**src/rtl/cic_interpolate.sv**
```systemverilog
// cic_interpolate: multichannel rate expander for the CIC interpolator (zero-stuff by R per input sample).
// Optional macro CIC_INTERP_HOLD_EN: sample-and-hold, so every phase of a burst repeats the sample.
`timescale 1ns/1ps
module cic_interpolate #(
    parameter int MIDDLE_WIDTH          = 37,
    parameter int CIC_MAX_CHANNELS      = 16,
    parameter int CIC_MAX_ICEF          = 16,
    parameter int CIC_ICEF_DEFAULT      = 16,
    parameter int CIC_CONFIG_DATA_WIDTH = 16
) (
    input  logic                                    CLK,
    input  logic                                    nRST,
    input  logic                                    isConfig,
    output logic                                    isConfigDone,
    input  logic        [CIC_CONFIG_DATA_WIDTH-1:0] Data_Config_In,
    input  logic signed [MIDDLE_WIDTH-1:0]          Data_In,
    input  logic                                    Data_In_Valid,
    input  logic        [$clog2(CIC_MAX_CHANNELS)-1:0] Data_In_ChIdx,
    output logic                                    Data_In_Ready,
    output logic signed [MIDDLE_WIDTH-1:0]          Data_Out,
    output logic                                    Data_Out_Valid,
    output logic        [$clog2(CIC_MAX_CHANNELS)-1:0] Data_Out_ChIdx
);

    localparam int CHW = $clog2(CIC_MAX_CHANNELS);
    localparam int RW  = $clog2(CIC_MAX_ICEF + 1);

    typedef enum logic [1:0] {S_IDLE, S_LOAD, S_DONE, S_RUN} cfg_state_t;

    // A requested factor of 0 is meaningless, so it is treated as pass-through.
    function automatic logic [RW-1:0] clamp_icef(input logic [CIC_CONFIG_DATA_WIDTH-1:0] v);
        if (v == '0)
            return RW'(1);
        else if (v > CIC_CONFIG_DATA_WIDTH'(CIC_MAX_ICEF))
            return RW'(CIC_MAX_ICEF);
        else
            return v[RW-1:0];
    endfunction

    cfg_state_t r_state;
    cfg_state_t w_state_nxt;
    logic       w_cfg_load;
    logic       w_cfg_open;

    logic [RW-1:0] r_icef;
    logic [RW-1:0] r_rb;
    logic [RW-1:0] r_phase;
    logic [RW-1:0] w_rb;
    logic          w_last;

    logic signed [MIDDLE_WIDTH-1:0] r_fifo_data [2];
    logic        [CHW-1:0]          r_fifo_tag  [2];
    logic                           r_wr_ptr;
    logic                           r_rd_ptr;
    logic [1:0]                     r_count;
    logic                           w_push;
    logic                           w_pop;
    logic                           w_busy;
    logic signed [MIDDLE_WIDTH-1:0] w_head_data;
    logic        [CHW-1:0]          w_head_tag;
    logic signed [MIDDLE_WIDTH-1:0] w_beat;

    // Configuration FSM
    always_ff @(posedge CLK or negedge nRST) begin
        if (!nRST)
            r_state <= S_IDLE;
        else
            r_state <= w_state_nxt;
    end

    always_comb begin
        w_state_nxt = r_state;
        w_cfg_load  = 1'b0;
        w_cfg_open  = 1'b0;
        case (r_state)
            S_IDLE: begin
                w_cfg_open = 1'b1;
                if (isConfig)
                    w_state_nxt = S_LOAD;
            end
            S_LOAD: begin
                w_cfg_load  = 1'b1;
                w_state_nxt = S_DONE;
            end
            S_DONE: w_state_nxt = S_RUN;
            S_RUN: begin
                w_cfg_open = 1'b1;
                if (isConfig)
                    w_state_nxt = S_LOAD;
            end
            default: w_state_nxt = S_IDLE;
        endcase
    end

    assign isConfigDone = (r_state == S_DONE);

    always_ff @(posedge CLK or negedge nRST) begin
        if (!nRST)
            r_icef <= RW'(CIC_ICEF_DEFAULT);
        else if (w_cfg_load)
            r_icef <= clamp_icef(Data_Config_In);
    end

    // Two-entry input buffer
    assign Data_In_Ready = (r_count < 2'd2) && w_cfg_open;
    assign w_push        = Data_In_Valid && Data_In_Ready;
    assign w_busy        = (r_count != 2'd0);
    assign w_head_data   = r_fifo_data[r_rd_ptr];
    assign w_head_tag    = r_fifo_tag[r_rd_ptr];

    // Phase 0 latches the current factor; later phases keep the burst's own copy.
    assign w_rb   = (r_phase == '0) ? r_icef : r_rb;
    assign w_last = (r_phase == (w_rb - RW'(1)));
    assign w_pop  = w_busy && w_last;

    always_ff @(posedge CLK) begin
        if (w_push) begin
            r_fifo_data[r_wr_ptr] <= Data_In;
            r_fifo_tag[r_wr_ptr]  <= Data_In_ChIdx;
        end
    end

    always_ff @(posedge CLK or negedge nRST) begin
        if (!nRST) begin
            r_wr_ptr <= 1'b0;
            r_rd_ptr <= 1'b0;
            r_count  <= 2'd0;
        end else begin
            if (w_push)
                r_wr_ptr <= ~r_wr_ptr;
            if (w_pop)
                r_rd_ptr <= ~r_rd_ptr;
            case ({w_push, w_pop})
                2'b10:   r_count <= r_count + 2'd1;
                2'b01:   r_count <= r_count - 2'd1;
                default: r_count <= r_count;
            endcase
        end
    end

    // Burst phase counter
    always_ff @(posedge CLK or negedge nRST) begin
        if (!nRST) begin
            r_phase <= '0;
            r_rb    <= RW'(CIC_ICEF_DEFAULT);
        end else if (w_busy) begin
            r_rb    <= w_rb;
            r_phase <= w_last ? '0 : r_phase + RW'(1);
        end
    end

`ifdef CIC_INTERP_HOLD_EN
    assign w_beat = w_head_data;
`else
    assign w_beat = (r_phase == '0) ? w_head_data : '0;
`endif

    // Output register; data and tag hold their last values while idle
    always_ff @(posedge CLK or negedge nRST) begin
        if (!nRST) begin
            Data_Out       <= '0;
            Data_Out_Valid <= 1'b0;
            Data_Out_ChIdx <= '0;
        end else begin
            Data_Out_Valid <= w_busy;
            if (w_busy) begin
                Data_Out       <= w_beat;
                Data_Out_ChIdx <= w_head_tag;
            end
        end
    end

endmodule

```
**config.mk**
```make
export PLATFORM = sky130hd
export DESIGN_NAME = cic_interpolate
export DESIGN_NICKNAME = d
export VERILOG_FILES = /design/src/rtl/cic_interpolate.sv
export SDC_FILE = /design/constraint.sdc
export NUM_CORES = 1
export LEC_CHECK = 0
export CAP_MARGIN = 20
export CORE_MARGIN = 2
export CORE_UTILIZATION = 40
export DETAILED_ROUTE_END_ITERATION = 8
export HOLD_SLACK_MARGIN = 0.1
export PLACE_DENSITY = 0.75
export SYNTH_ARGS = -nofsm -noshare
export SYNTH_HDL_FRONTEND = slang
export SYNTH_SLANG_ARGS = --single-unit
export TNS_END_PERCENT = 30
```
**constraint.sdc**
```tcl
create_clock -name CLK -period 4.1 [get_ports CLK]
set_clock_uncertainty 0.2 [all_clocks]
set_input_delay 0.41 -clock CLK [delete_from_list [all_inputs] [get_ports CLK]]
set_output_delay 0.41 -clock CLK [all_outputs]
set_load 0.02 [all_outputs]
```
After elaboration in Yosys (flattened, before gate mapping)
Memories as Yosys holds them, arrays and structs flattened. A register that Yosys moved wholly into a read port is not among the register bits. Cells that the tools add are included.

$add $sub $neg: 4. Bitwise gates (word level): 2. Reductions and logical operators: 10. Equal/unequal tests: 7. $lt $le $gt $ge: 2. Multiplexer cells: 12.

Operators with widths (number): 37-bit two-way mux (1); 5-bit two-way mux (4); 16-bit by 5-bit > comparator with 1-bit output, second input constant (1); 16-bit zero test (1); 2-bit == test, second input constant (3); 2-bit case mux with 3 select lines (1); 5-bit by 1-bit adder with 5-bit output, second input constant (1); 5-bit == test (1); 5-bit zero test (1); 5-bit by 1-bit subtractor with 5-bit output, second input constant (1); 2-bit by 1-bit == test with 1-bit output, second input constant (2); 1-bit two-way mux (4); 2-bit case mux with 2 select lines (1); 2-bit nonzero test (2); 1-bit logical AND (3); 2-bit by 1-bit adder with 2-bit output, second input constant (1); 2-bit zero test (1); 2-bit < comparator, second input constant (1); 2-bit two-way mux (1); 2-bit by 1-bit inequality test with 1-bit output, second input constant (1); 1-bit NOT (2); 2-bit OR reduction (1); 2-bit by 1-bit subtractor with 2-bit output, second input constant (1); 1-bit zero test (1).

Word-level logic and storage cells: 48. Output and inout port bits: 44. Memories kept: 2. Bits in writable memories: 82. Input bits: 61. Bits in registers: 59.

Memories: r_fifo_data (depth 2, width 37, rd ports 1, clocked after memory_dff 0, wr ports 1, RTL line 51) `logic signed [MIDDLE_WIDTH-1:0] r_fifo_data [2];`; r_fifo_tag (depth 2, width 4, rd ports 1, clocked after memory_dff 1, wr ports 1, RTL line 52) `logic [CHW-1:0] r_fifo_tag [2];`.

Depth between registers and ports, before layout
Gate-level depths: netlist (run 1).

Word-level depth: 7. Mapped depth: 13. Depth with buffers taken out: 12.

Least setup slack after synthesis (run 1)
No wires, ideal clock.

Path type: register -> register. Start point: register r_state[0]. End point: memory r_fifo_data[0][0], enable pin. Data arrival time: 3.000 ns. Period minus slack after synthesis: 3.639 ns. Path buffers: 0. Cell stages (with the launch flop): 6. Setup slack: 0.461 ns. Setup time: 0.440 ns. Required time: 3.460 ns. Cells stage by stage: dfrtp_1 -> inv_1 -> ha_1 -> nor2b_1 -> nand2_1 -> nor2_1.

Cells in the longest elaborated chain, start to end: 7. Elaborated cells between the ends (all ways): 8. Classes of those cells: eq/ne (1); mux (3); reduce/logical (4).

RTL lines: start, declared (RTL line 40) `cfg_state_t r_state;`; start signal, assigned (RTL line 68) `r_state <= w_state_nxt;`; 2-bit == test or 2-bit zero test (tied branches) (RTL line 75) `case (r_state)`; 2-bit OR reduction (no source line) (*); 1-bit two-way mux (*) (RTL line 75); 1-bit logical AND (*) (RTL line 105) `assign Data_In_Ready = (r_count < 2'd2) && w_cfg_open;`; via Data_In_Ready (RTL line 19) `output logic Data_In_Ready,`; 1-bit logical AND (*) (RTL line 106) `assign w_push = Data_In_Valid && Data_In_Ready;`; 1-bit two-way mux (*) (RTL line 117) `if (w_push) begin`; 1-bit two-way mux (implied by the code) (*) (RTL line 118) `r_fifo_data[r_wr_ptr] <= Data_In;`; end, declared (RTL line 51).

Mark *: on every way through the listed nets, which the timed path passes. The rest lies on a longest branch.

Worst setup path after layout (run 1)
Start point: register r_phase[0]. End point: register r_count[1].

Cells in the longest elaborated chain, start to end: 7. Elaborated cells between the ends (all ways): 9. Classes of those cells: add/sub (1); eq/ne (3); mux (2); reduce/logical (3).

RTL lines: start, declared (RTL line 47) `logic [RW-1:0] r_phase;`; start signal, assigned (RTL line 148) `r_phase <= w_last ? '0 : r_phase + RW'(1);`; 5-bit zero test (RTL line 112) `assign w_rb = (r_phase == '0) ? r_icef : r_rb;`; 5-bit two-way mux (RTL line 112); 5-bit by 1-bit subtractor with 5-bit output (RTL line 113) `assign w_last = (r_phase == (w_rb - RW'(1)));`; 5-bit == test (*) (RTL line 113); 1-bit logical AND (*) (RTL line 114) `assign w_pop = w_busy && w_last;`; via w_pop (RTL line 57) `logic w_pop;`; 2-bit by 1-bit == test with 1-bit output or 2-bit == test (tied branches) (RTL line 133) `case ({w_push, w_pop})`; 2-bit case mux with 2 select lines or 2-bit nonzero test (tied branches); end signal, assigned (RTL line 134) `2'b10: r_count <= r_count + 2'd1;`; end signal, assigned (RTL line 135) `2'b01: r_count <= r_count - 2'd1;`; end signal, assigned (RTL line 136) `default: r_count <= r_count;`; end, declared (RTL line 55) `logic [1:0] r_count;`.

Marks and branches as above. A chain may end at the register's enable or synchronous reset.

==> results.toml, run 1 <==
[outcome]
status = "completed"

[synth]
synth.avg_cell_area_um2 = 14.4
synth_seq_cells = 145
ys_async_sr_fraction = 0.434
synth.distinct_cells = 45
syn-num-nets = 467
synth_edf_count = 82
yosysTopAreaCellShare = 0.425
synth_common_cells = "82 x edfxtp_1, 61 x dfrtp_1, 50 x nand2_1"
yosysSeqAreaShare = 0.698
ys_warn_count = 0
synth.largest_area_cell = "edfxtp_1"
synthesis.area_um2 = 5790
netlist_top_cells_area = "edfxtp_1 43%, dfrtp_1 26%, mux2i_1 7.6%"
synth-main-ff-cell = "edfxtp_1"
synthCells = 401
yosysMostFrequentCell = "edfxtp_1"

[sta]
finalCritPeriodShare = 0.885
period_minus_slack_ns = 3.63
setup_viol = 0
rsz0062_at_grt = "no"
tightestPinTransition_ns = 1.01
fmax_mhz = 276
setup-tns-final_ns = 0
hold_viol = 0
relSlewSlack = 0.328
slew_viol_final = 0

[floorplan]
die_x_um = 124
std_cell_rows = 43
fp.dieArea_um2 = 15500
fp.coreArea_um2 = 14000
dieHeight_um = 124
io_pins = 105
floorplan.initialDensity = 0.414

[cts]
cts.clk_slew.worst_paths_ns = 0.06
root_buffer = "clkbuf_16"
cts_resized = 0
clkLatencyLatePin_ns = 0.43
cts_tree = "done"
post_cts_buffers = 0
cts.sinks = 145
cts_buffers = 17
h-tree-depth = 4
clockBufferDepth = 2

[worst_hold_path]
hold_path_depth = 2
hold_class = "flip-flop to flip-flop"

[worst_setup_path]
critical_path_class = "flip-flop to flip-flop"
worst-r2r-cell-count = 11
cp-start-kind = "flip-flop"
crit_start = "r_phase[0]"
cpMostUsedCell = "ha_1"
reg2reg_to = "r_count[1]"
r2r_start = "r_phase[0]"
timing.critical_path.to = "r_count[1]"
worst_path_max_delay_cell = "or4b_2"
critical_path.max_stage_delay_ns = 0.87
setup.worst_path.end_class = "flip-flop"
worstPathMaxFanout = 19
path_cells = "inv_1 -> ha_1 -> or4b_2 -> mux2i_1 -> o221ai_1 -> o311ai_4 -> a211oi_4 -> and2_4 -> ha_1 -> nor2_1 -> xor2_1"
r2r_setup_slack_ns = 0.47
critPathArrivalTime_ns = 3.77
crit_required_ns = 4.25

[route]
viasPerCell = 5.13
met3_length_um = 594
m1WireLength_um = 4680
first_pass_iters = 5
vias = 3589
top_layer = "met4"
routed_wl_um = 11700
ant_nets = 0
met2_length_um = 6100
drcViolationCount = 0
wl_per_cell_um = 16.7
dr.first_iter.drc_count = 257

[flow_run]
maxCapViolations = 0

[pwr]
swShare = 0.312
p_comb_frac = 0.255
p_int_mw = 3.41
ir_drop_v = 0.000344
pwr-share-seq = 0.420
clock_power_share = 0.325
power.density_nw_per_um2 = 650
p_leak_nw = 2.93
p_total_mw = 4.97
p_sw_mw = 1.55

[global_route]
grt_overflow = 0
grt_usage = 0.163
grt_pass1_wl_um = 19400
grt_pass1_vias = 3923
grt_max_degree = 64
antenna_found_initial = 2

[final_layout]
final_core_util = 0.546
synthToLayoutAreaGrowth_pct = 31.9
antenna_cells = 0
fin_cells = 700
nets = 573
final_layout_size_suffix_gt1_frac = 0.112

[place]
gp_congestion = 0.770
hpwl_um = 7720
dp.cells = 667
io_buffers = 104
==> cells in the final DEF, fill, tap and decap left out, drive strengths merged, types with 5 or more instances in the layout <==
| cell | n |
|---|---|
| a21oi | 5 |
| buf | 6 |
| clkbuf | 21 |
| clkdlybuf4s50 | 103 |
| dfrtp | 61 |
| edfxtp | 82 |
| ha | 5 |
| inv | 14 |
| mux2 | 7 |
| mux2i | 44 |
| nand2 | 50 |
| nand2b | 5 |
| nor2 | 11 |
| nor4 | 7 |
| o21ai | 9 |
| o31ai | 39 |
==> sequential cells by signal, summed over array words and instances, names as in the netlist <==
signal and count:
r_state 2, Data_Out 37, r_count 2, r_icef 5, Data_Out_Valid 1, Data_Out_ChIdx 4
r_rd_ptr 1, r_wr_ptr 1, r_phase 5, r_rb 5, r_fifo_tag 8, r_fifo_data 74
==> power groups by stage <==
stage	combinational, mW	clock, mW	sequential [mW]
floorplan	0.918	0	2.04
global placement	1.23	0	2.10
detailed placement	1.27	0	2.11
CTS	1.28	1.64	2.09
global route	1.39	1.70	2.12
finish	1.26	1.62	2.08
==> timing repair <==
action / in CTS / in global routing
hold endpoints to repair: 61 / 0
endpoints found under the setup margin: 0 / 0
hold buffers: 1 / 0
==> cell type report <==
type	instances	area (um^2)
inverters	12	45.0
multi-input cells	221	1620
clock inverters	11	150
flip-flops and latches	145	4040
well taps	180	225
fillers	1158	6350
clock buffers	21	472
repair buffers	110	1090
==> kinds of logic after synthesis <==
family / count (synthesis) / synth area share
buffers and inverters: 35 / 0.0257
flip-flops: 145 / 0.698
adder cells (fa/ha/maj): 5 / 0.0108
AND/OR/NAND/NOR: 90 / 0.0760
AO/OA/AOI/OAI: 68 / 0.0883
XOR/XNOR: 7 / 0.0119
multiplexers: 51 / 0.0896
==> per-stage QoR <==
stage	area (um^2)	worst slack [ns]	hold slack, ns
finish	7640	0.472	0.277
floorplan	5790	0.461	-0.0856
global route	7640	0.218	0.315
detailed placement	7010	0.503	0.271
global placement	7010	0.597	0.266
CTS	7640	0.482	0.284
==> worst max-delay path, delay by kind of cell (launching register included) <==
kind            cells  cell delay, ns
compound gates      3            0.73
xor+xnor            1            0.16
fa+ha+maj           2            0.47
buf+inv             1            0.12
flops               1            0.43
mux                 1            0.20
simple gates        3            1.24
==> layer usage <==
metal  up-vias  GRT usage
met5         -          0
met4         0     0.0879
met3        23     0.0520
met2        96      0.287
met1      1773      0.174
li1       1697          -
==> how the worst min path moves through the flow <==
stage,from,end,slack (ns)
final,Data_Out[28],Data_Out[28],0.28
after global routing,Data_Out[15],Data_Out[15],0.31
after CTS,Data_Out[15],Data_Out[15],0.28
after detailed placement,Data_Out[15],Data_Out[15],0.27
after global placement,Data_Out_ChIdx[2],Data_Out_ChIdx[2],0.27
after floorplan,nRST,Data_Out[0],-0.09
Power figures use the tool's default switching activity.
==> run 2, diff against run 1 <==
- CTS_BUF_LIST: default -> sky130_fd_sc_hd__clkbuf_16
- SETUP_SLACK_MARGIN: default -> 0.5
- clock period: 4.1 -> 4.3 ns (I/O delays scaled with it)
==> run 2 against run 1 <==
Effect of this change: register-to-register slack improved by 0.33 ns; first-iteration DRC count decreased by 22%; setup slack improved by 0.33 ns; clock-buffer cell count decreased by 4; sequential power decreased by 4%; sequential share of layout area increased by 0.28 points; clock power decreased by 12%; power decreased by 6.8%; utilization decreased by 0.29 points.
==> results.toml, run 2 (synthesis gave the netlist of run 1 again) <==
[outcome]
status = "completed"

[sta]
finalCritPeriodShare = 0.812
hold_viol = 0
tightestPinTransition_ns = 1.02
period_minus_slack_ns = 3.49
fmax_mhz = 286
rsz0062_at_grt = "no"
setup-tns-final_ns = 0
setup_viol = 0
relSlewSlack = 0.319
whs_ns = 0.276
slew_viol_final = 0

[floorplan]
dieHeight_um = 124
die_x_um = 124
std_cell_rows = 43
io_pins = 105
floorplan.initialDensity = 0.414
fp.dieArea_um2 = 15500
fp.coreArea_um2 = 14000

[global_route]
grt_pass1_vias = 3854
grt_overflow = 0
grt_pass1_wl_um = 19100
grt_usage = 0.157
grt_max_degree = 64
antenna_found_initial = 0

[cts]
cts_tree = "done"
clockBufferDepth = 2
post_cts_buffers = 0
clkLatencyLatePin_ns = 0.42
h-tree-depth = 4
root_buffer = "clkbuf_16"
cts_buffers = 17
cts.clk_slew.worst_paths_ns = 0.06
cts.sinks = 145

[worst_setup_path]
setup.worst_path.end_class = "flip-flop"
cp-start-kind = "flip-flop"
worstPathMaxFanout = 25
critical_path_class = "flip-flop to flip-flop"
crit_required_ns = 4.43
critPathArrivalTime_ns = 3.62

[route]
viasPerCell = 5.15
met2_length_um = 6120
top_layer = "met4"
routed_wl_um = 11600
met3_length_um = 488
first_pass_iters = 4
drcViolationCount = 0
ant_nets = 0
wl_per_cell_um = 16.6
m1WireLength_um = 4800
dr.first_iter.drc_count = 201
vias = 3599

[pwr]
p_int_mw = 3.19
p_comb_frac = 0.260
ir_drop_v = 0.000262
p_total_mw = 4.63
swShare = 0.312
p_leak_nw = 2.92
power.density_nw_per_um2 = 609
p_sw_mw = 1.44
clock_power_share = 0.309
pwr-share-seq = 0.431

[place]
gp_congestion = 0.759
hpwl_um = 7540
io_buffers = 104

[final_layout]
synthToLayoutAreaGrowth_pct = 31.2
top_register = "r_fifo_data"
top_regs = "r_fifo_data x74, Data_Out x37, r_fifo_tag x8"
antenna_cells = 0
final_layout_size_suffix_gt1_frac = 0.104
final_cell_mix = "103 x clkdlybuf4s50_1, 82 x edfxtp_1, 60 x dfrtp_1"
layout_commonest_cell = "clkdlybuf4s50_1"
largest_register_ffs = 74
nets = 572
final_core_util = 0.543

[worst_hold_path]
hold_class = "flip-flop to flip-flop"

[flow_run]
maxCapViolations = 0
-- run 2: cell types whose count changed in the layout (fill, tap and decap cells not counted), sizes merged --
cell,before,now
clkinv,4,6
buf,6,5
inv,14,16
clkbuf,21,17
-- run 2: worst paths after layout --
kind | end | start | slack [ns] | depth (start not counted)
max in group asynchronous | r_rd_ptr | nRST | 2.88 | 2
setup reg to reg | r_count[1] | r_phase[1] | 0.81 | 12
setup / recovery | r_count[1] | r_phase[1] | 0.81 | 12
min in group asynchronous | r_icef[1] | nRST | 0.46 | 2
hold / removal | Data_Out[24] | Data_Out[24] | 0.28 | 2
hold reg to reg | Data_Out[24] | Data_Out[24] | 0.28 | 2
-- run 2: area by class of cell --
type,instances,area [um^2]
Timing Repair Buffer,109,1080
Fill cell,1148,6390
Clock inverter,15,151
Inverter,12,45.0
Sequential cell,145,4040
Clock buffer,17,425
Multi-Input combinational cell,221,1630
Tap cell,180,225
-- run 2: timing repair --
item,4_1_cts,5_1_grt
hold buffers,1,0
hold endpoints to repair,61,0
cloned,0,0
resized for setup,1,2
endpoints found under the setup margin,1,1
-- run 2: worst max-delay path: stages, from the launching register on --
cell and delay, ns:
dfrtp_1 0.49, inv_1 0.11, ha_1 0.24, or4b_4 0.37, buf_6 0.28, nand3b_1 0.12, a211oi_2 0.34, o311ai_4 0.13
a211oi_4 0.35, and2_4 0.23, ha_1 0.24, nor2_1 0.14, xor2_1 0.17
-- run 2: power groups by stage --
stage	sequential, mW	clock (mW)	combinational, mW
floorplan	1.94	0	0.876
global placement	2.00	0	1.16
detailed placement	2.02	0	1.20
CTS	2.00	1.45	1.22
global route	2.03	1.51	1.32
finish	2.00	1.43	1.20
-- run 2: metal layers --
layer	GRT usage	vias up
li1	-	1692
met2	0.272	95
met5	0	-
met1	0.178	1789
met3	0.0473	23
met4	0.0714	0
-- run 2: per-stage QoR --
stage	setup WS [ns]	instances	area, um^2
after floorplan	0.661	401	5790
after global placement	0.715	666	7000
after detailed placement	0.526	666	7000
after CTS	0.657	699	7590
after global routing	0.596	699	7600
final	0.807	699	7600
==> run 3, diff against run 2 <==
- clock period: 4.3 -> 3.64 ns (I/O delays scaled with it)
==> run 3 against run 2 <==
Effect of this change: flip-flop and latch count is the same; first-iteration DRC count shrank 16%; utilization grew 0.74 points; highest routed layer unchanged.
==> results.toml, run 3 (synthesis gave the netlist of run 1 again) <==
[global_route]
grt_pass1_wl_um = 19300
grt_usage = 0.160
antenna_found_initial = 0
grt_pass1_vias = 3750
grt_max_degree = 64
grt_overflow = 0

[worst_setup_path]
crit_required_ns = 3.77
path_depth = 11
critical_path.max_stage_delay_ns = 0.52
cp-start-kind = "flip-flop"
timing.critical_path.to = "r_count[1]"
crit_start = "r_phase[0]"
reg2reg_to = "r_count[1]"
r2r_start = "r_phase[0]"
critical_path_class = "flip-flop to flip-flop"
r2r_setup_slack_ns = 0.62
cp_num_buf_inv = 1
critPathTopFamily = "simple AND/OR/NAND/NOR gates"
path_cells = "inv_2 -> ha_2 -> or4b_4 -> mux2i_1 -> o221ai_2 -> o311ai_4 -> a211oi_4 -> and2_4 -> ha_1 -> nor2_1 -> xor2_1"
worstPathMaxFanout = 6
worst_path_max_delay_cell = "or4b_4"
critPathArrivalTime_ns = 3.15
setup.worst_path.end_class = "flip-flop"
worst-r2r-cell-count = 11

[final_layout]
antenna_cells = 0
final_cell_mix = "103 x clkdlybuf4s50_1, 82 x edfxtp_1, 58 x dfrtp_1"
top_register = "r_fifo_data"
fill_cells = 1150
nets = 580
top_regs = "r_fifo_data x74, Data_Out x37, r_fifo_tag x8"
final_area_um2 = 7700
ff_latch_area_um2 = 4050
final_layout_size_suffix_gt1_frac = 0.135
layout_commonest_cell = "clkdlybuf4s50_1"
largest_register_ffs = 74
multi_input_area_um2 = 1660
synthToLayoutAreaGrowth_pct = 33.0

[pwr]
p_leak_nw = 2.96
power.density_nw_per_um2 = 722
ir_drop_v = 0.000371
p_total_mw = 5.56

[route]
m1WireLength_um = 4770
first_pass_iters = 5
vias = 3619
viasPerCell = 5.13
top_layer = "met4"
met3_length_um = 684
dr.first_iter.drc_count = 169
met2_length_um = 6380
ant_nets = 0
routed_wl_um = 12000
wl_per_cell_um = 17.0
drcViolationCount = 0

[floorplan]
dieHeight_um = 124
floorplan.initialDensity = 0.414
std_cell_rows = 43
die_x_um = 124
io_pins = 105
fp.coreArea_um2 = 14000
fp.dieArea_um2 = 15500

[cts]
clockBufferDepth = 2
cts.clk_slew.worst_paths_ns = 0.06
cts_tree = "done"
h-tree-depth = 4
cts_buffers = 17
cts.sinks = 145
clkLatencyLatePin_ns = 0.41
root_buffer = "clkbuf_16"

[sta]
hold_viol = 0
period_minus_slack_ns = 3.02
finalCritPeriodShare = 0.830
setup_viol = 0
relSlewSlack = 0.287
fmax_mhz = 331
rsz0062_at_grt = "no"
tightestPinTransition_ns = 1.07
setup-tns-final_ns = 0
slew_viol_final = 0

[place]
gp_congestion = 0.841
hpwl_um = 7610
io_buffers = 104
placed_area_um2 = 7030

[outcome]
status = "completed"

[flow_run]
maxCapViolations = 0

[worst_hold_path]
hold_class = "flip-flop to flip-flop"
## run 3: cell types whose count changed in the layout (fill, tap and decap cells not counted), moves of 2 or more
cell and change:
buf_4 +8, dfrtp_1 -2, dfrtp_2 +2, inv_1 -2, nor3b_1 -2
## run 3: how the worst min path moves through the flow
stage	startpoint	to	slack [ns]	depth (start not counted)
floorplan	nRST	Data_Out[0]	-0.13	0
global placement	Data_Out[26]	Data_Out[26]	0.26	2
detailed placement	Data_Out[6]	Data_Out[6]	0.27	2
CTS	Data_Out[25]	Data_Out[25]	0.29	2
global route	Data_Out[22]	Data_Out[22]	0.31	2
finish	Data_Out[25]	Data_Out[25]	0.28	2
## run 3: worst register-to-register path, cell delays in order (launching register included)
cell      delay, ns
dfrtp_2        0.44
inv_2          0.09
ha_2           0.21
or4b_4         0.52
mux2i_1        0.17
o221ai_2       0.23
o311ai_4       0.14
a211oi_4       0.20
and2_4         0.19
ha_1           0.25
nor2_1         0.14
xor2_1         0.16
## run 3: area by class of cell
| cell class | instances | area share |
|---|---|---|
| Clock buffer | 17 | 0.0552 |
| Clock inverter | 14 | 0.0193 |
| Inverter | 12 | 0.00585 |
| Multi-Input combinational cell | 221 | 0.216 |
| Sequential cell | 145 | 0.525 |
| Tap cell | 180 | 0.0292 |
| Timing Repair Buffer | 117 | 0.149 |
## run 3: per-layer routing
| metal | vias up | GRT usage |
|---|---|---|
| met5 | - | 0 |
| met4 | 0 | 0.0542 |
| met3 | 13 | 0.0563 |
| met2 | 119 | 0.285 |
| met1 | 1778 | 0.179 |
| li1 | 1709 | - |
## run 3: timing repair
item                       4_1_cts  5_1_grt
pin swaps                        1        3
hold buffers                     1        0
setup endpoints to repair        2        2
setup buffers                    2        4
resized for setup                4        8
hold endpoints to repair        61        0
## run 3: power by group
part           internal [mW]  switching (mW)  total (mW)  leakage, nW
logic                  0.695           0.812        1.51         1.10
clock network           1.06           0.618        1.68        0.286
registers               2.08           0.303        2.38         1.58
total                   3.83            1.73        5.56         2.96
## run 3: metrics by stage
step	cells	utilization	hold slack [ns]	worst slack, ns
5_1_grt	706	0.551	0.310	0.500
4_1_cts	702	0.547	0.287	0.524
3_5_place_dp	668	0.502	0.274	0.179
3_3_place_gp	668	0.502	0.263	0.341
2_1_floorplan	401	-	-0.132	0.638
6_report	706	0.551	0.275	0.618
